==> src/rtl/sine_phase_gen_pkg.sv <==
// Shared definitions for the sine-wave address path: FSM encodings and the
// default geometry the sine ROM instance is built with.
package sine_phase_gen_pkg;

  typedef enum logic [1:0] {
    ST_IDLE     = 2'd0,
    ST_RUN      = 2'd1,
    ST_STOPPING = 2'd2
  } state_t;

  localparam int DEF_DEPTH   = 64;
  localparam int DEF_PHASE_W = 16;
  localparam int DEF_DIV_W   = 16;

endpackage

==> src/rtl/sine_phase_gen_tick_gen.sv <==
// Sample-rate divider: fires tick once every tick_div+1 enabled cycles,
// counting from zero after a clear.
module tick_gen #(
  parameter int DIV_W = 16
) (
  input  logic             clk,
  input  logic             rst_n,
  input  logic             en,
  input  logic             clr,
  input  logic [DIV_W-1:0] tick_div,
  output logic             tick
);

  logic [DIV_W-1:0] div_cnt;

  assign tick = en && (div_cnt == tick_div);

  // tick_div lowered below div_cnt simply lets the counter roll over
  always_ff @(posedge clk) begin
    if (!rst_n)      div_cnt <= '0;
    else if (clr)    div_cnt <= '0;
    else if (tick)   div_cnt <= '0;
    else if (en)     div_cnt <= div_cnt + 1'b1;
  end

endmodule

==> src/rtl/sine_phase_gen.sv <==
// Phase-accumulator address generator feeding the sine ROM; playback always
// ends on a full waveform period.
module sine_phase_gen
  import sine_phase_gen_pkg::*;
#(
  parameter int DEPTH   = DEF_DEPTH,
  parameter int PHASE_W = DEF_PHASE_W,
  parameter int DIV_W   = DEF_DIV_W,
  localparam int AW     = $clog2(DEPTH)
) (
  input  logic               clk,
  input  logic               rst_n,
  input  logic               start,
  input  logic               stop,
  input  logic [PHASE_W-1:0] ftw,
  input  logic [DIV_W-1:0]   tick_div,
  output logic               rom_en,
  output logic [AW-1:0]      rom_addr,
  output logic               sample_valid,
  output logic               wrap,
  output logic               busy
);

  localparam int STAGES = 1;

  state_t             state, state_nxt;
  logic               tick;
  logic [PHASE_W-1:0] phase;
  logic [PHASE_W:0]   sum;
  logic [STAGES:0]    vld_pipe;

  tick_gen #(.DIV_W(DIV_W)) u_tick (
    .clk      (clk),
    .rst_n    (rst_n),
    .en       (state != ST_IDLE),
    .clr      (state == ST_IDLE),
    .tick_div (tick_div),
    .tick     (tick)
  );

  assign sum = {1'b0, phase} + {1'b0, ftw};

  // a zero ftw can never carry, so it must not trap STOPPING forever
  always_comb begin
    state_nxt = state;
    case (state)
      ST_IDLE:     if (start) state_nxt = ST_RUN;
      ST_RUN:      if (stop)  state_nxt = ST_STOPPING;
      ST_STOPPING: if (tick && (sum[PHASE_W] || ftw == '0)) state_nxt = ST_IDLE;
      default:     state_nxt = ST_IDLE;
    endcase
  end

  always_ff @(posedge clk) begin
    if (!rst_n) begin
      state    <= ST_IDLE;
      phase    <= '0;
      rom_addr <= '0;
      wrap     <= 1'b0;
      busy     <= 1'b0;
      vld_pipe <= '0;
    end else begin
      state    <= state_nxt;
      busy     <= (state_nxt != ST_IDLE);
      vld_pipe <= {vld_pipe[STAGES-1:0], tick};
      wrap     <= tick & sum[PHASE_W];
      if (state == ST_IDLE) phase <= '0;
      else if (tick)        phase <= sum[PHASE_W-1:0];
      if (tick) rom_addr <= phase[PHASE_W-1 -: AW];
    end
  end

  // stage 0 is the ROM read strobe, stage 1 lines up with the ROM's data
  assign rom_en       = vld_pipe[0];
  assign sample_valid = vld_pipe[STAGES];

endmodule

==> config.mk <==
export PLATFORM = sky130hd
export DESIGN_NAME = sine_phase_gen
export DESIGN_NICKNAME = d
export VERILOG_FILES = /design/src/rtl/sine_phase_gen_pkg.sv /design/src/rtl/sine_phase_gen_tick_gen.sv /design/src/rtl/sine_phase_gen.sv
export SDC_FILE = /design/constraint.sdc
export NUM_CORES = 1
export LEC_CHECK = 0
export BUFFER_PORTS_ARGS = -buffer_cell sky130_fd_sc_hd__clkbuf_2
export CORE_AREA = 2 2 70 79
export CTS_CLUSTER_DIAMETER = 200
export DETAILED_ROUTE_END_ITERATION = 8
export DIE_AREA = 0 0 72 81
export GPL_TIMING_DRIVEN = 0
export PLACE_DENSITY = 0.85
export SYNTH_ARGS = -nofsm -noshare
export SYNTH_HDL_FRONTEND = slang
export SYNTH_SLANG_ARGS = --single-unit
==> constraint.sdc <==
create_clock -name clk -period 2.52 [get_ports clk]
set_input_delay 0.126 -clock clk [delete_from_list [all_inputs] [get_ports clk]]
set_output_delay 0.126 -clock clk [all_outputs]
set_load 0.01 [all_outputs]
==> results.md, run 1 <==
* Status: completed
* Yosys warning total at 0
* Final core area utilization at about 61%
* Die X at 72 um
* Die footprint at roughly 0.006 mm^2
* Setup WS post-layout at between 0.2 and 0.25 ns
* Vias in the first global route at 2239
* Largest area contributor in the netlist: dfxtp_1
* Total gr overflow at 0
* Clk_lat worst skew at roughly 0.3 ns
* Syn_nets at around 360
* HPWL after DPL at 4810 um
* Avg Cell Area, Syn at 8.89 um^2
* TritonCTS buffer count at 5
* Setup crit end kind: flop
* Fmax at around 430 MHz
* Initial antenna violation count at 0
* # setup viols final at 0
* Num rows at 28
* GRT Total Usage at approximately a fifth
* Top-count cell post-synth: dfxtp_1
* Drt wl/cell at about 14 um
* Tmin final at around 2.3 ns
* Fin nets at roughly 410
* Async SR Flop Fraction at 0%
* # port buffers at between 40 and 50
* Cells after Synth at approximately 310
* Detailed Route Iter0 Violations at around 140
* DRC viols at 0
* Critical path class: flop to flop
* Placer congestion estimate at approximately 0.87
* Drt total wl at 6030 um
* Seq pwr share at around 48%
* Worst-Margin Slew at ~0.54 ns
* Leakage at 1.26 nW
* CORE AREA at slightly above 0.005 mm^2
* Worst endpoint required time at approximately 2.7 ns
* Post-place setup slack at 0.181 ns
* Final Cell Area at approximately 0.0032 mm^2
* Dominant synthesized flop cell: dfxtp_1
* Net Sw Frac at about 25%
* Layout cell share with drive strength beyond 1 at 22.7%
* Vias per inst at about 5.6
* Sequential area share after synthesis at between 30 and 40%
* Area growth syn-to-layout at 15.6%
* Htree depth at 2
* Psw at ~0.37 mW
* Clock input transition at the sequential cells of the worst setup and hold paths at 0.09 ns
* Crit-path max FO at 4
* Placed Instance Area at about 0.0030 mm^2
* Startpoint types: flop
* Clock share of power at approximately two fifths
* CTS Buffer Depth at 2
* Starting Density at between 50% and 60%
* TritonRoute pass-1 iters at 4
* Syn Std Cell Area at roughly 0.0027 mm^2
* Die height at 81 um
* Largest net degree at the start of global routing at 15
* N_diodes at 0
* Max-cap violations at 0
* Number of enable flip-flop cells after synthesis at 0
* Logic pwr share at between 10% and 20%
* Worst path arrival time at approximately 2.5 ns
* Unique masters post-synth at 58
* Maximum VDD drop at ~0.28 mV
* Min-delay worst type: input pin to flop
* Clock tree from TritonCTS: yes
* Synth top cells by count: dfxtp_1 (44), nor2_1 (40), xnor2_1 (22), nand2_1 (21), ha_1 (17)
* Ports at 46
* Antenna viol nets, final at 0
* Fin crit share at approximately nine tenths
* Setup TNS at 0 ns
* Clk_skew at 0.0119 ns
* Via count at around 2400
* Synth top area cells: dfxtp_1 (32%), ha_1 (7.8%), xnor2_1 (7.0%), nor2_1 (5.5%), mux2i_1 (5.1%)
* #FFs+latches synth at 44
* Yosys top cell area share at 32.2%
* Root Buffer: clkbuf_8
* Int Power at 1.12 mW
* First-pass GRT wire length at between 9000 and 10000 um
* Count of pins over their slew limit at 0
* RSZ-0062 raised after global routing: false
* Sinks on Clock Net at 44
* Slew headroom at about 64%
* Pwr dens at roughly 470 mW/mm^2
* Number of failing hold endpoints at the final stage at 0
## placed cells by master, fill, tap and decap left out, drive strengths merged, types with 2 or more instances in the layout
cell type  netlist  layout
clkbuf           4      55
dfxtp           44      44
nor2            41      41
xnor2           22      22
nand2           21      21
ha              17      17
mux2i           14      14
a21oi           14      14
xor2            11      11
o21ai           11      11
nor2b            8       8
nand4            8       8
nor4             7       7
inv              6       6
nand3            6       6
o21a             6       6
nor3             6       6
or3              6       6
buf              6       6
a21o             5       5
and2             5       5
a211oi           4       4
nand2b           4       4
and3             4       4
o211ai           3       3
a211o            3       3
or2              3       3
a31oi            2       2
o22ai            2       2
## repair_timing
action                                  CTS  global route
setup buffers                             0             0
endpoints found under the setup margin    0             2
hold buffers                              0             0
hold endpoints to repair                  0             0
gates resized for setup                   0             1
## power groups by stage
| stage | sequential (mW) | clock, mW | combinational (mW) |
|---|---|---|---|
| after floorplan | 0.738 | 0 | 0.124 |
| after global placement | 0.738 | 0 | 0.191 |
| after detailed placement | 0.739 | 0 | 0.196 |
| after CTS | 0.723 | 0.587 | 0.197 |
| after global routing | 0.725 | 0.613 | 0.217 |
| final | 0.723 | 0.573 | 0.197 |
## kinds of logic (layout without fill, tap and decap cells)
logic type / count (synthesis) / count (layout) / share of synthesized area [%]
adders and majority gates: 18 / 18 / 8.50
buffers and inverters: 16 / 69 / 3.52
AOI/OAI and AO/OA: 59 / 59 / 16.0
and+or+nand+nor: 123 / 123 / 23.7
DFF: 44 / 44 / 32.2
xor gates and xnor gates: 33 / 33 / 10.6
muxes: 15 / 15 / 5.53
## metrics by stage
step,hold WS [ns],cells,power [mW]
6_report,0.108,421,1.49
2_1_floorplan,0.288,308,0.862
5_1_grt,0.130,421,1.55
3_5_place_dp,0.421,413,0.935
4_1_cts,0.101,421,1.51
3_3_place_gp,0.411,413,0.930
## registers in the layout, indices dropped and copies added, names as in the netlist
signal	flops
busy	1
u_tick.div_cnt	16
wrap	1
vld_pipe	2
rom_addr	6
phase	16
state	2
## final timing paths
path	endpoint	slack, ns	start	depth (start not counted)
max	phase[10]	0.21	phase[0]	9
min reg2reg	vld_pipe[1]	0.48	vld_pipe[0]	1
max reg2reg	phase[10]	0.21	phase[0]	9
min	state[1]	0.11	stop	2
## per-layer routing
| layer | vias to the layer above | track usage, % | routed length, um | share of wire [%] |
|---|---|---|---|---|
| met5 | - | 0 | 0 | 0 |
| met4 | 0 | 7.74 | 134 | 2.2 |
| met3 | 14 | 4.47 | 212 | 3.5 |
| met2 | 57 | 37.5 | 3010 | 50 |
| met1 | 1095 | 25.8 | 2680 | 44 |
| li1 | 1200 | - | - | - |
## critical path: stages (launching register included)
cell and delay, ns:
dfxtp_1 0.32, ha_1 0.23, fa_1 0.43, a21o_1 0.19, a21oi_2 0.21, nor2_1 0.08
o21ai_0 0.28, a211o_1 0.19, xor2_1 0.18, a211oi_2 0.09
## layout make-up
class / count / area [um^2]
fillers: 463 / 1980
clock inverters: 2 / 38.8
multi-input cells: 248 / 1770
inverters: 6 / 22.5
well taps: 60 / 75.1
clock buffers: 6 / 82.6
plain buffers: 10 / 73.8
repair buffers: 45 / 225
flip-flops and latches: 44 / 881
(Power assumes the default switching activity.)
==> run 2, diff against run 1 <==
--- a/config.mk
+++ b/config.mk
@@ -6,11 +6,12 @@
 export NUM_CORES = 1
 export LEC_CHECK = 0
+export ABC_CLOCK_PERIOD_IN_PS = 2520
 export BUFFER_PORTS_ARGS = -buffer_cell sky130_fd_sc_hd__clkbuf_2
-export CORE_AREA = 2 2 70 79
+export CORE_AREA = 2 2 76 86
 export CTS_CLUSTER_DIAMETER = 200
 export DETAILED_ROUTE_END_ITERATION = 8
-export DIE_AREA = 0 0 72 81
+export DIE_AREA = 0 0 78 88
 export GPL_TIMING_DRIVEN = 0
-export PLACE_DENSITY = 0.85
+export PLACE_DENSITY = 0.74
 export SYNTH_ARGS = -nofsm -noshare
 export SYNTH_HDL_FRONTEND = slang
==> constraint.sdc (replaced) <==
create_clock -name clk -period 2.52 [get_ports clk]
set_input_delay 0.756 -clock clk [delete_from_list [all_inputs] [get_ports clk]]
set_output_delay 0.756 -clock clk [all_outputs]
set_load 0.01 [all_outputs]
==> results.md, run 2 (same netlist as run 1, synthesis figures left out) <==
* Critical path class: input pin to flop
* Num rows at 30 (+7.1%)
* Fmax at 417 MHz (-3.7%)
* GRT Total Usage at 18.6% (-2.8 points)
* Clock tree from TritonCTS: yes
* Clk_skew at 0.00951 ns (-0.00234 ns)
* # port buffers at 45 (unchanged)
* Drt total wl at 5990 um (-0.63%)
* N_diodes at 0 (unchanged)
* Fin crit share at 95.1% (+3.5 points)
* Via count at 2381 (+0.63%)
* Setup TNS at 0 ns (unchanged)
* Ports at 46 (unchanged)
* Clock input transition at the sequential cells of the worst setup and hold paths at 0.09 ns (about the same)
* Starting Density at 45.6% (-7.6 points)
* # setup viols final at 0 (unchanged)
* Layout cell share with drive strength beyond 1 at 24.2% (+1.5 points)
* CTS Buffer Depth at 2 (unchanged)
* Count of pins over their slew limit at 0 (unchanged)
* CTS Hold Bufs at 0 (unchanged)
* Vias in the first global route at 2380 (+6.3%)
* CORE AREA at 0.00601 mm^2 (+17%)
* Initial antenna violation count at 0 (unchanged)
* Total chip power at 1.46 mW (-2.5%)
* TritonRoute pass-1 iters at 5 (+1)
* TritonCTS buffer count at 5 (unchanged)
* Die height at 88 um (+8.6%)
* Vias per inst at 5.36 (-4.6%)
* Worst-Margin Slew at 0.562 ns (+0.0182 ns)
* Min-delay worst type: flop to flop
* Worst endpoint required time at 2.74 ns (+0.05 ns)
* Status: completed
* Startpoint types: input pin
* Most frequent cells in the layout: clkbuf_2 (46), dfxtp_1 (44), nor2_1 (40)
* Drt wl/cell at 13.5 um (-5.8%)
* HPWL after DPL at 4630 um (-3.8%)
* First-pass GRT wire length at 10400 um (+4.4%)
* Area growth syn-to-layout at 18.0%
* Pwr dens at 451 mW/mm^2 (-4.4%)
* Tmin final at 2.40 ns (+0.0892 ns)
* Max-cap violations at 0 (unchanged)
* Total gr overflow at 0 (unchanged)
* Slew headroom at 62.6% (-1.2 points)
* Die X at 78 um (+8.3%)
* Antenna viol nets, final at 0 (unchanged)
* Clk_lat worst skew at 0.30 ns (about the same)
* Root Buffer: clkbuf_8
* Htree depth at 2 (unchanged)
* Worst path arrival time at 2.61 ns (+0.13 ns)
* Sinks on Clock Net at 44 (unchanged)
* Largest regs: phase x16, u_tick.div_cnt x16, rom_addr x6
* Fin nets at 417 (+0.72%)
* Leakage at 1.27 nW (+0.94%)
* Largest net degree at the start of global routing at 14 (-1)
* Worst hold slack at 0.474 ns (+0.366 ns)
* Maximum VDD drop at 0.274 mV (-3.6%)
* Crit-path max FO at 3 (-1)
* DRC viols at 0 (unchanged)
* RSZ-0062 raised after global routing: true
* Fillers at 587 (+27%)
* Setup crit end kind: flop
* Most common cell after layout, fill and taps aside: clkbuf_2
* Placer congestion estimate at 0.909 (+4.2%)
* Detailed Route Iter0 Violations at 63 (-54%)
* Die footprint at 0.00686 mm^2 (+18%)
* Number of failing hold endpoints at the final stage at 0 (unchanged)
==> run 2: cell count changes in the layout (fill, tap and decap cells not counted), sizes merged <==
cell  delta
buf      +3
==> run 2: final timing paths <==
path         cells past startpoint           to   startpoint  slack (ns)
max                              9    phase[13]       ftw[1]        0.12
max reg2reg                      8    phase[13]     phase[1]        0.38
min reg2reg                      1  vld_pipe[1]  vld_pipe[0]        0.47
min                              1  vld_pipe[1]  vld_pipe[0]        0.47
==> run 2: critical path, cell delays in order <==
cell and delay (ns):
clkbuf_2 0.13, ha_1 0.33, a211oi_2 0.28, o21ai_2 0.13, o21a_1 0.23, nor4_2 0.21, nor3b_1 0.12, o21a_1 0.20
o32ai_2 0.23
==> run 2: what timing repair did <==
item	in CTS	in global routing
pin swaps	2	8
resized for setup	1	7
gates cloned	0	0
setup buffers	0	3
setup endpoints to repair	3	8
==> run 2: per-stage QoR <==
step | cells | cell area (um^2) | setup WS [ns] | utilization, %
final | 444 | 3230 | 0.123 | 53.8
after global routing | 444 | 3230 | -0.00258 | 53.8
after CTS | 441 | 3180 | 0.00730 | 52.9
after detailed placement | 433 | 3060 | -0.328 | 51.0
after global placement | 433 | 3060 | -0.286 | 51.0
after floorplan | 308 | 2740 | 0.0342 | -
==> run 2: routing by layer <==
layer | global-route usage (%) | share of wire [%] | vias up
met5 | 0 | 0 | -
met4 | 7.34 | 2.2 | 0
met3 | 3.71 | 3.8 | 14
met2 | 33.1 | 50 | 58
met1 | 22.2 | 44 | 1100
li1 | - | - | 1209
==> run 2: where the power goes <==
group	switching [mW]	internal (mW)	leakage [nW]
Combinational	0.112	0.0842	0.864
Clock	0.244	0.295	0.0552
Sequential	0.0119	0.709	0.355
==> run 2: layout make-up <==
type	count	area, um^2	share of cell area, %
timing repair buffer	48	248	7.67
tap	80	100	3.10
inverter	6	22.5	0.697
sequential	44	881	27.3
multi-input combinational	248	1800	55.7
buffer	10	73.8	2.29
clock buffer	6	72.6	2.25
clock inverter	2	35.0	1.08
